--- config.mk ---
export PLATFORM = sky130hd
export DESIGN_NAME = led_fade_sequencer
export DESIGN_NICKNAME = d
export VERILOG_FILES = /design/src/rtl/led_pkg.sv /design/src/rtl/step_prescaler.sv /design/src/rtl/led_fade_sequencer.sv
export SDC_FILE = /design/constraint.sdc
export NUM_CORES = 1
export LEC_CHECK = 0
export CAP_MARGIN = 20
export CORE_MARGIN = 2
export CORE_UTILIZATION = 45
export DETAILED_ROUTE_END_ITERATION = 12
export PLACE_DENSITY = 0.76
export SLEW_MARGIN = 30
export SYNTH_ARGS = -nofsm -noshare
export SYNTH_HDL_FRONTEND = slang
export SYNTH_SLANG_ARGS = --single-unit
--- constraint.sdc ---
create_clock -name clk -period 2.3 [get_ports clk]
set_input_delay 0.345 -clock clk [delete_from_list [all_inputs] [get_ports clk]]
set_output_delay 0.345 -clock clk [all_outputs]
set_load 0.05 [all_outputs]
--- src/rtl/led_pkg.sv ---
// Shared types and constants for the RGB LED fade sequencer.
package led_pkg;

  localparam int DUTY_W_DEFAULT = 8;

  localparam logic [1:0] CH_R = 2'd0;
  localparam logic [1:0] CH_G = 2'd1;
  localparam logic [1:0] CH_B = 2'd2;

  typedef enum logic [2:0] {
    IDLE,
    RAMP_UP,
    HOLD_HI,
    RAMP_DOWN,
    HOLD_LO
  } fade_state_t;

  // Index of the lowest set bit of a 3-bit channel mask (red when empty).
  function automatic logic [1:0] lowest_set(input logic [2:0] mask);
    logic [1:0] idx;
    idx = CH_R;
    for (int i = 2; i >= 0; i--) begin
      if (mask[i]) idx = 2'(i);
    end
    return idx;
  endfunction

endpackage

--- src/rtl/step_prescaler.sv ---
// Divides the system clock down to one duty-step tick every STEP_DIV cycles.
module step_prescaler #(
  parameter int STEP_DIV = 500000
) (
  input  logic clk,
  input  logic rst_n,
  input  logic clear,
  input  logic run,
  output logic tick
);

  localparam int CNT_W = (STEP_DIV > 2) ? $clog2(STEP_DIV) : 1;

  logic [CNT_W-1:0] count;

  assign tick = run && (count == CNT_W'(STEP_DIV - 1));

  // Count only while running; wrap on the tick cycle, restart from zero on clear.
  always_ff @(posedge clk) begin
    if (!rst_n) begin
      count <= '0;
    end else if (clear) begin
      count <= '0;
    end else if (run) begin
      count <= tick ? '0 : count + CNT_W'(1);
    end
  end

endmodule

--- src/rtl/led_fade_sequencer.sv ---
// Sequences the RGB LED through per-channel fade cycles: ramp up, hold high,
// ramp down, hold low, then rotate to the next channel enabled in the mask.
module led_fade_sequencer
  import led_pkg::*;
#(
  parameter int STEP_DIV   = 500000,
  parameter int HOLD_STEPS = 64,
  parameter int DUTY_W     = DUTY_W_DEFAULT
) (
  input  logic              clk,
  input  logic              rst_n,
  input  logic              enable,
  input  logic [2:0]        channel_mask,
  output logic [DUTY_W-1:0] duty_r,
  output logic [DUTY_W-1:0] duty_g,
  output logic [DUTY_W-1:0] duty_b,
  output logic [1:0]        active_ch,
  output logic              busy,
  output logic              cycle_done
);

  localparam int HOLD_W = (HOLD_STEPS > 1) ? $clog2(HOLD_STEPS) : 1;
  localparam logic [DUTY_W-1:0] DUTY_MAX  = '1;
  localparam logic [HOLD_W-1:0] HOLD_LAST = HOLD_W'(HOLD_STEPS - 1);

  fade_state_t       state_q, state_d;
  logic [DUTY_W-1:0] duty_q, duty_d;
  logic [1:0]        ch_q, ch_d;
  logic [HOLD_W-1:0] hold_q, hold_d;
  logic              done_d;
  logic              clear;
  logic              tick;
  logic [2:0]        nxt;

  // Priority rotate: next set bit above cur, else wrap to the lowest set bit.
  // Bit 2 of the result flags that a wrap happened.
  function automatic logic [2:0] pick_next(input logic [1:0] cur, input logic [2:0] mask);
    logic [2:0] res;
    res = {1'b1, lowest_set(mask)};
    for (int i = 2; i >= 0; i--) begin
      if (mask[i] && (i > int'(cur))) res = {1'b0, 2'(i)};
    end
    return res;
  endfunction

  assign busy      = (state_q != IDLE);
  assign active_ch = ch_q;

  step_prescaler #(
    .STEP_DIV(STEP_DIV)
  ) u_prescaler (
    .clk  (clk),
    .rst_n(rst_n),
    .clear(clear),
    .run  (busy),
    .tick (tick)
  );

  // Next-state logic: every fade step advances only on a prescaler tick.
  always_comb begin
    state_d = state_q;
    duty_d  = duty_q;
    ch_d    = ch_q;
    hold_d  = hold_q;
    done_d  = 1'b0;
    clear   = 1'b0;
    nxt     = '0;

    case (state_q)
      IDLE: begin
        duty_d = '0;
        ch_d   = CH_R;
        hold_d = '0;
        if (enable && (channel_mask != 3'b000)) begin
          state_d = RAMP_UP;
          ch_d    = lowest_set(channel_mask);
          clear   = 1'b1;
        end
      end

      RAMP_UP: begin
        if (tick) begin
          if (duty_q == DUTY_MAX) begin
            state_d = HOLD_HI;
            hold_d  = '0;
          end else begin
            duty_d = duty_q + DUTY_W'(1);
          end
        end
      end

      HOLD_HI: begin
        if (tick) begin
          if (hold_q == HOLD_LAST) begin
            state_d = RAMP_DOWN;
          end else begin
            hold_d = hold_q + HOLD_W'(1);
          end
        end
      end

      RAMP_DOWN: begin
        if (tick) begin
          if (duty_q == '0) begin
            state_d = HOLD_LO;
            hold_d  = '0;
          end else begin
            duty_d = duty_q - DUTY_W'(1);
          end
        end
      end

      HOLD_LO: begin
        if (tick) begin
          if (hold_q == HOLD_LAST) begin
            duty_d = '0;
            hold_d = '0;
            if (channel_mask == 3'b000) begin
              state_d = IDLE;
              ch_d    = CH_R;
            end else begin
              nxt     = pick_next(ch_q, channel_mask);
              state_d = RAMP_UP;
              ch_d    = nxt[1:0];
              done_d  = nxt[2];
            end
          end else begin
            hold_d = hold_q + HOLD_W'(1);
          end
        end
      end

      default: begin
        state_d = IDLE;
        duty_d  = '0;
        ch_d    = CH_R;
        hold_d  = '0;
      end
    endcase

    if ((state_q != IDLE) && !enable) begin
      state_d = IDLE;
      duty_d  = '0;
      ch_d    = CH_R;
      hold_d  = '0;
      done_d  = 1'b0;
      clear   = 1'b0;
    end
  end

  // State and registered outputs; only the active channel carries the duty.
  always_ff @(posedge clk) begin
    if (!rst_n) begin
      state_q    <= IDLE;
      duty_q     <= '0;
      ch_q       <= CH_R;
      hold_q     <= '0;
      duty_r     <= '0;
      duty_g     <= '0;
      duty_b     <= '0;
      cycle_done <= 1'b0;
    end else begin
      state_q    <= state_d;
      duty_q     <= duty_d;
      ch_q       <= ch_d;
      hold_q     <= hold_d;
      duty_r     <= (ch_d == CH_R) ? duty_d : '0;
      duty_g     <= (ch_d == CH_G) ? duty_d : '0;
      duty_b     <= (ch_d == CH_B) ? duty_d : '0;
      cycle_done <= done_d;
    end
  end

endmodule

Word level (Yosys, flattened, before mapping). Index checks and enable logic that the tools add are counted.

Bits in registers: 63. Bits of input ports: 6. Output and inout bits: 28.

$add $sub $neg: 4. $lt $le $gt $ge: 2. Equal/unequal tests: 19. Mux-type cells: 43. Bitwise logic cells: 4. Reductions and logical operators: 21.

Operator list (number): two-way mux 8 bit (7); two-way mux 6 bit (8); one-hot mux 8 bit (4 select lines) (1); two-way mux 3 bit (10); one-hot mux 6 bit (4 select lines) (1); adder 19 x 1 -> 19 bit (second input constant) (1); == test 19 bit (second input constant) (1); two-way mux 19 bit (1); two-way mux 2 bit (9); one-hot mux 3 bit (5 select lines) (1); inequality test 2 bit (second input constant) (6); AND reduction 9 bit (1); adder 8 x 1 -> 8 bit (second input constant) (1); == test 8 bit (second input constant) (1); zero test 8 bit (1); inequality test 2 x 1 -> 1 bit (second input constant) (4); subtractor 8 x 1 -> 8 bit (second input constant) (1); AND reduction 7 bit (1); OR reduction 7 bit (1); adder 6 x 1 -> 6 bit (second input constant) (1); == test 3 x 2 -> 1 bit (second input constant) (2); == test 6 bit (second input constant) (1); zero test 3 bit (2); one-hot mux 2 bit (3 select lines) (1); 15 further kinds (29).

Depth between registers and ports, before layout. Gate-level depths: netlist of the first run.

Depth after elaboration: 12. Mapped depth: 8. Gate-level depth less buffers: 8.

Cells and area by module. Synthesis of the first run repeated with hierarchy kept, for this count alone.

Cells, all modules: 390. Area total of the unflattened synthesis: 3285.7 um^2.

By module, submodules not included: led_fade_sequencer (instances 1, cells each 285, area an instance 2346.0 um^2, seq. area each 880.8 um^2); step_prescaler (instances 1, cells each 105, area an instance 939.7 um^2, seq. area each 380.4 um^2).

Least setup slack after synthesis of the first run. Ideal clock, no wire load.

Path kind: reg-to-reg. Start point: register hold_q[0]. End point: register duty_g[7]. Setup time: 65 ps. Arrival: 2185 ps. Slack: 50 ps. Stages on the path, launching flop included: 8. Buffers on the path: 0. Clock period less this slack: 2250 ps. Cells stage by stage: dfxtp_1 -> ha_1 -> and3_1 -> nand2_1 -> or3_4 -> o221a_4 -> or4b_4 -> nor2_1.

Longest elaborated chain between the ends: 7.

RTL lines: start: declaration (line led_fade_sequencer.sv:29) `logic [HOLD_W-1:0] hold_q, hold_d;`; start signal: assignment (line led_fade_sequencer.sv:166) `hold_q <= hold_d;`; == test 6 bit (*) (line led_fade_sequencer.sv:115) `if (hold_q == HOLD_LAST) begin`; two-way mux 2 bit (line led_fade_sequencer.sv:115); two-way mux 2 bit (line led_fade_sequencer.sv:114) `if (tick) begin`; one-hot mux 2 bit (3 select lines) (line led_fade_sequencer.sv:69) `case (state_q)`; two-way mux 2 bit (line led_fade_sequencer.sv:141) `if ((state_q != IDLE) && !enable) begin`; == test 2 x 1 -> 1 bit (line led_fade_sequencer.sv:168) `duty_g <= (ch_d == CH_G) ? duty_d : '0;`; AND reduction 2 bit (no source line); end signal: assignment (line led_fade_sequencer.sv:168); end: declaration (line led_fade_sequencer.sv:15) `output logic [DUTY_W-1:0] duty_g,`.

Mark *: on every way between the ends. The rest lies on a longest branch, timed or not. A chain may end at the register's enable or synchronous reset.

Final worst setup path of the first run.
Start point: register u_prescaler.count[12]. End point: register duty_g[6].

Longest elaborated chain between the ends: 7.

RTL lines: start: declaration (line step_prescaler.sv:14) `logic [CNT_W-1:0] count;`; start signal: assignment (line step_prescaler.sv:25) `count <= tick ? '0 : count + CNT_W'(1);`; == test 19 bit (*) (line step_prescaler.sv:16) `assign tick = run && (count == CNT_W'(STEP_DIV - 1));`; logical AND 1 bit (*) (line step_prescaler.sv:16); two-way mux 2 bit (line led_fade_sequencer.sv:114); one-hot mux 2 bit (3 select lines) (line led_fade_sequencer.sv:69); two-way mux 2 bit (line led_fade_sequencer.sv:141); == test 2 x 1 -> 1 bit (line led_fade_sequencer.sv:168); AND reduction 2 bit (no source line).

Marked as above.

==> summary.txt, run 1 <==
reg2reg path depth - 6
detailed placement HPWL - 6610 µm
critical path endpoint category - flop
Core Area - 6790 µm²
DIE AREA - 7710 µm²
Slew HR - 65.4%
Worst EP required - 2580 ps
die height - 87.8 µm
Hold Worst Slack - 488 ps
first-pass GRT wire length - 13900 µm
library cells used by synthesis - 63
area leader, netlist - dfxtp_1
GRT Total Usage - 23.2%
Critical Path End - duty_g[6]
syn_area_per_cell - 8.23 µm²
layout cell share with drive strength beyond 1 - 26.2%
Leak - 1.64 nW
Post-synth EDFFs - 0
n_diodes - 0
Peak Freq - 444 MHz
DR DRC count - 0
post-synth top area share - 39.9%
Crit path max-delay family - simple AND/OR/NAND/NOR gates
Max Slew Vio Count - 0
vias in the first global route - 2887
Post-synth top flop - dfxtp_1
root buffer cell - clkbuf_8
status - finished clean
cts hold-fix bufs - 0
CTS Buf Count - 9
fin nets - 490
RD Place Congestion - 0.958
Slew @ Worst Pin - 518 ps
Via density - 5.61
Ports - 34
worst-skew pair later-pin latency - 340 ps
post-layout min period - 2250 ps
row count - 30
Synthesized Nets - 395
Post-synth top cells - 63 x dfxtp_1, 54 x nor2_1, 32 x nand2_1, 22 x a21oi_1, 21 x nor3_1
largest cells by area after synthesis - dfxtp_1 40%, nor2_1 6.4%, nand2_1 3.8%
Crit path depth - 6
asr flop ratio synth - 0%
Worst Setup Path Type - reg2reg
worst path cell trace - nor4b_4 > nand4_4 > or3_4 > o221a_4 > or4b_4 > nor2_2
Worst Path Buf+Inv - 0
unrepaired setup endpoints after global routing - true
slowest stage delay, CP - 580 ps
initial antenna violation count - 0
area grow syn2layout - 40.4%
H-tree depth - 3
HP Class - reg2reg
Seq/Total Area, Yosys - 39.9%
Clock Tree Buf Depth - 2
initial core utilization - 46.5%
crit-path max FO - 5
largest net degree at the start of global routing - 18
dpl cell area - 4030 µm²
Clock Skew - 12.2 ps
final setup vio count - 0
die width - 87.8 µm
r2r endpoint - duty_g[6]
fillers - 553
YS warnings - 0
Worst Path Arrival - 2530 ps
R2R Setup Slk - 50 ps
final worst-path cycle share - 97.9%
Mapped Area - 3160 µm²
Pre-antenna DRT Iters - 7
Iter 0 DRT Violations - 222
Max VDD drop - 0.000521 V
register bit total from synthesis - 63
crit path launch - u_prescaler.count[12]
top-count cell post-synth - dfxtp_1
Port Buf Inserts - 33
Worst setup SP type - flop
CTS clk-pin slew, worst paths - 70 ps
PwrDens - 713 nW/µm²
via count - 3251
final instance area - 4440 µm²
total grt overflow - 0
# clock sinks - 63
final hold vios - 0
R2R Path Start - u_prescaler.count[12]
Post-Synthesis Cells - 384
CTS tree - yes
DRT antenna net count - 0
Post-Route WL - 8970 µm
hold path depth - 2
drt wl/cell - 15.5 µm
Max-Cap Viols - 0
slowest stage cell, crit path - or4b_4
-- power breakdown --
| part | leakage (nW) | internal (W) | switching (W) |
|---|---|---|---|
| clock network | 0.0981 | 0.000524 | 0.000434 |
| logic | 1.03 | 0.000408 | 0.000657 |
| registers | 0.509 | 0.00112 | 0.0000206 |
-- area by class of cell --
| class | instances | area, µm² | share of cell area (%) |
|---|---|---|---|
| Clock buffer | 10 | 138 | 3.10 |
| Clock inverter | 6 | 60.1 | 1.35 |
| Inverter | 11 | 41.3 | 0.930 |
| Multi-Input combinational cell | 297 | 1980 | 44.6 |
| Sequential cell | 63 | 1270 | 28.5 |
| Tap cell | 96 | 120 | 2.71 |
| Timing Repair Buffer | 97 | 836 | 18.8 |
-- sequential cells by signal, summed over array words and instances (netlist names) --
| name | count |
|---|---|
| cycle_done | 1 |
| hold_q | 6 |
| active_ch | 2 |
| duty_q | 8 |
| duty_b | 8 |
| u_prescaler.count | 19 |
| state_q | 3 |
| duty_r | 8 |
| duty_g | 8 |
-- kinds of logic (layout without fill, tap and decap cells) --
family                     count (synthesis)  after routing  synth area share [%]
DFF                                       63             63                  39.9
AOI/OAI and AO/OA                         76             76                  15.7
and+or+nand+nor                          194            194                  33.2
buffers and inverters                     24            124                  2.93
xor gates and xnor gates                  18             18                  4.99
muxes                                      3              3                 0.989
adders and majority gates                  6              6                  2.30
-- placed cells by master (no fill, tap or decap), drive strengths merged, types with 5 or more instances in the layout --
cell type,n
xor2,12
and3,8
a21oi,22
and2,9
clkdlybuf4s50,32
nor2,54
or3,6
ha,5
nor3,22
nor4,7
clkbuf,10
nand2,32
xnor2,6
dfxtp,63
inv,11
buf,65
nand3,14
nand4,12
o21ai,20
-- metrics by stage --
stage	setup TNS [ps]	cells	setup slack (ps)	util, %	power (W)
final	0	580	47.7	65.3	0.00317
after global routing	-475	580	-59.1	65.3	0.00331
after CTS	0	577	7.23	62.3	0.00311
after detailed placement	-98.0	561	-42.0	59.3	0.00216
after global placement	0	561	6.38	59.3	0.00215
after floorplan	0	384	49.9	-	0.00179
-- tightest hold or removal path: cells and delay by family, from the launching register on --
| kind | cells | cell delay (ps) |
|---|---|---|
| AO/OA/AOI/OAI | 1 | 50 |
| flip-flops | 1 | 320 |
| AND/OR/NAND/NOR | 1 | 60 |
-- metal layers --
layer	vias up	wire (µm)	track usage, %
met4	0	65	6.43
met3	8	507	4.43
met5	-	0	0
met2	109	4190	36.5
li1	1577	-	-
met1	1557	4210	32.7
-- timing repair --
| action | CTS | global route |
|---|---|---|
| setup endpoints to repair | 5 | 54 |
| buffers inserted | 0 | 3 |
| gates resized for setup | 2 | 44 |
| endpoints found under the hold margin | 0 | 0 |
| pin swaps | 0 | 15 |
-- how the worst min path moves through the flow --
stage | from | end | slack (ps)
detailed placement | u_prescaler.count[1] | u_prescaler.count[1] | 480
finish | u_prescaler.count[1] | u_prescaler.count[1] | 490
floorplan | u_prescaler.count[1] | u_prescaler.count[1] | 460
global route | u_prescaler.count[1] | u_prescaler.count[1] | 520
global placement | u_prescaler.count[1] | u_prescaler.count[1] | 470
CTS | u_prescaler.count[1] | u_prescaler.count[1] | 490
(Power assumes the default switching activity.)
==> run 2: changes to the inputs <==
Settings changed: REMOVE_ABC_BUFFERS set to 1.
==> run 2 against run 1 <==
Compared with the run above: count of clock-buffer cells in the layout unchanged; flip-flop and latch count unchanged; die area unchanged; core utilization decreased by 1.6 points; critical path depth increased by 1; combinational power decreased by 6%; first-iteration DRC count increased by 4.5%; worst setup slack got worse by 2.1 ps; register-to-register slack about the same; via count decreased by 0.55%.
==> summary.txt, run 2 (synthesis results as in run 1) <==
reg2reg path depth - 7 (+1)
final worst-path cycle share - 98.0% (about the same)
layout cell share with drive strength beyond 1 - 22.9% (-3.4 points)
switching portion of total power - 32.6% (-2.5 points)
final setup vio count - 0 (unchanged)
post-layout min period - 2250 ps (+2.14 ps)
die width - 87.8 µm (unchanged)
fin nets - 478 (-2.4%)
CTS clk-pin slew, worst paths - 70 ps (about the same)
via count - 3233 (-0.55%)
Worst EP required - 2590 ps (about the same)
crit-path max FO - 6 (+1)
GRT Total Usage - 23.8% (+0.59 points)
row count - 30 (unchanged)
# clock sinks - 63 (unchanged)
Hold EP - u_prescaler.count[1]
Clock Tree Buf Depth - 2 (unchanged)
PwrDens - 778 nW/µm² (+9.1%)
Post-Route WL - 8960 µm (-0.13%)
final instance area - 4330 µm² (-2.5%)
unrepaired setup endpoints after global routing - true
combinational fraction of design power - 29.9% (-3.7 points)
area grow syn2layout - 36.9%
Peak Freq - 444 MHz (about the same)
final hold vios - 0 (unchanged)
Switch Pwr - 0.00110 W (-1.3%)
drt wl/cell - 15.8 µm (+2.0%)
Pre-antenna DRT Iters - 4 (-3)
R2R Path Start - u_prescaler.count[6]
DRT antenna net count - 0 (unchanged)
Iter 0 DRT Violations - 232 (+4.5%)
Slew HR - 62.1% (-3.3 points)
worst path cell trace - nor4bb_2 > nand4_1 > o211a_1 > nor3_1 > buf_4 > or4b_4 > nor2_1
Setup TNS - 0 ps (unchanged)
Worst Setup Path Type - reg2reg
Slew @ Worst Pin - 565 ps (+47.3 ps)
Setup WS post-layout - 45.5 ps (-2.14 ps)
Max Slew Vio Count - 0 (unchanged)
slowest stage delay, CP - 510 ps (-70 ps)
worst-skew pair later-pin latency - 340 ps (about the same)
Via density - 5.69 (+1.5%)
slowest stage cell, crit path - or4b_4
CTS Buf Count - 9 (unchanged)
CTS tree - yes
die height - 87.8 µm (unchanged)
commonest cells after routing, fill and taps aside - 56 x dfxtp_1, 53 x buf_4, 52 x nor2_1, 32 x clkdlybuf4s50_1, 31 x nand2_1
dpl cell area - 3930 µm² (-2.5%)
DIE AREA - 7710 µm² (unchanged)
hold path startpoint - u_prescaler.count[1]
largest net degree at the start of global routing - 18 (unchanged)
Max-Cap Viols - 0 (unchanged)
pre-CTS setup slack - -15.1 ps (+26.9 ps)
initial core utilization - 46.5% (unchanged)
Largest Register - u_prescaler.count
total grt overflow - 0 (unchanged)
clock power share - 35.9% (+5.7 points)
Reg power frac - 34.2% (-1.9 points)
n_diodes - 0 (unchanged)
Worst Path Arrival - 2540 ps (about the same)
Int Power - 0.00227 W (+11%)
hold path depth - 2 (unchanged)
DR DRC count - 0 (unchanged)
crit path launch - u_prescaler.count[6]
Worst setup SP type - flop
vias in the first global route - 2955 (+2.4%)
first-pass GRT wire length - 14300 µm (+2.9%)
Leak - 1.57 nW (-4.3%)
initial antenna violation count - 0 (unchanged)
Max VDD drop - 0.000364 V (-30%)
number of flip-flops in the largest register - 19 (unchanged)
r2r endpoint - duty_g[6]
R2R Setup Slk - 50 ps (about the same)
Core Area - 6790 µm² (unchanged)
HP Class - reg2reg
critical path endpoint category - flop
Clock Skew - 6.05 ps (-6.17 ps)
Ports - 34 (unchanged)
Port Buf Inserts - 33 (unchanged)
detailed placement HPWL - 6450 µm (-2.4%)
most common cell after layout, fill and taps aside - dfxtp_1
RD Place Congestion - 0.953 (-0.55%)
status - finished clean
root buffer cell - clkbuf_8
H-tree depth - 3 (unchanged)
-- run 2: power by group through the flow --
stage	sequential [W]	clock, W	combinational (W)
finish	0.00115	0.00121	0.00101
global route	0.00116	0.00127	0.00110
CTS	0.00115	0.00121	0.000965
detailed placement	0.00117	0	0.000962
global placement	0.00117	0	0.000939
floorplan	0.00121	0	0.000556
-- run 2: per-layer routing --
layer,track usage (%),routed length [µm],share of wire [%]
met1,32.4,4060,45
met2,36.6,4190,47
met3,5.00,521,5.8
met4,9.93,189,2.1
met5,0,0,0
-- run 2: layout make-up --
type	count	area, µm²
clock buffer	10	138
clock inverter	6	116
fill	552	2470
inverter	11	41.3
multi-input combinational	297	1920
sequential	63	1270
tap	96	120
timing repair buffer	85	718
-- run 2: stage by stage --
step	hold WS [ps]	utilization (%)	instances	total power, W
3_3_place_gp	470	57.8	549	0.00211
2_1_floorplan	456	-	371	0.00176
5_1_grt	536	63.7	568	0.00353
4_1_cts	493	61.8	566	0.00333
3_5_place_dp	485	57.8	549	0.00213
6_report	501	63.7	568	0.00337
-- run 2: critical path, delay by kind of cell (launching register included) --
| kind | cells | cell delay [ps] |
|---|---|---|
| buf+inv | 1 | 160 |
| compound gates | 1 | 280 |
| flops | 1 | 370 |
| simple gates | 5 | 1380 |
-- run 2: how the worst max path moves through the flow --
stage          cells past startpoint   endpoint  slack [ps]
2_1_floorplan                      6  duty_g[7]        -160
3_3_place_gp                       8  duty_b[4]          30
3_5_place_dp                       8  duty_b[5]         -20
4_1_cts                            8  duty_g[7]           9
5_1_grt                            8  duty_b[7]         -60
6_report                           7  duty_g[6]          50
-- run 2: what timing repair did --
item                                   CTS  global route
endpoints found under the hold margin    0             0
setup endpoints to repair               12            36
buffers inserted                         1             2
pin swaps                                3            10
resized for setup                        4            31
hold buffers                             0             0
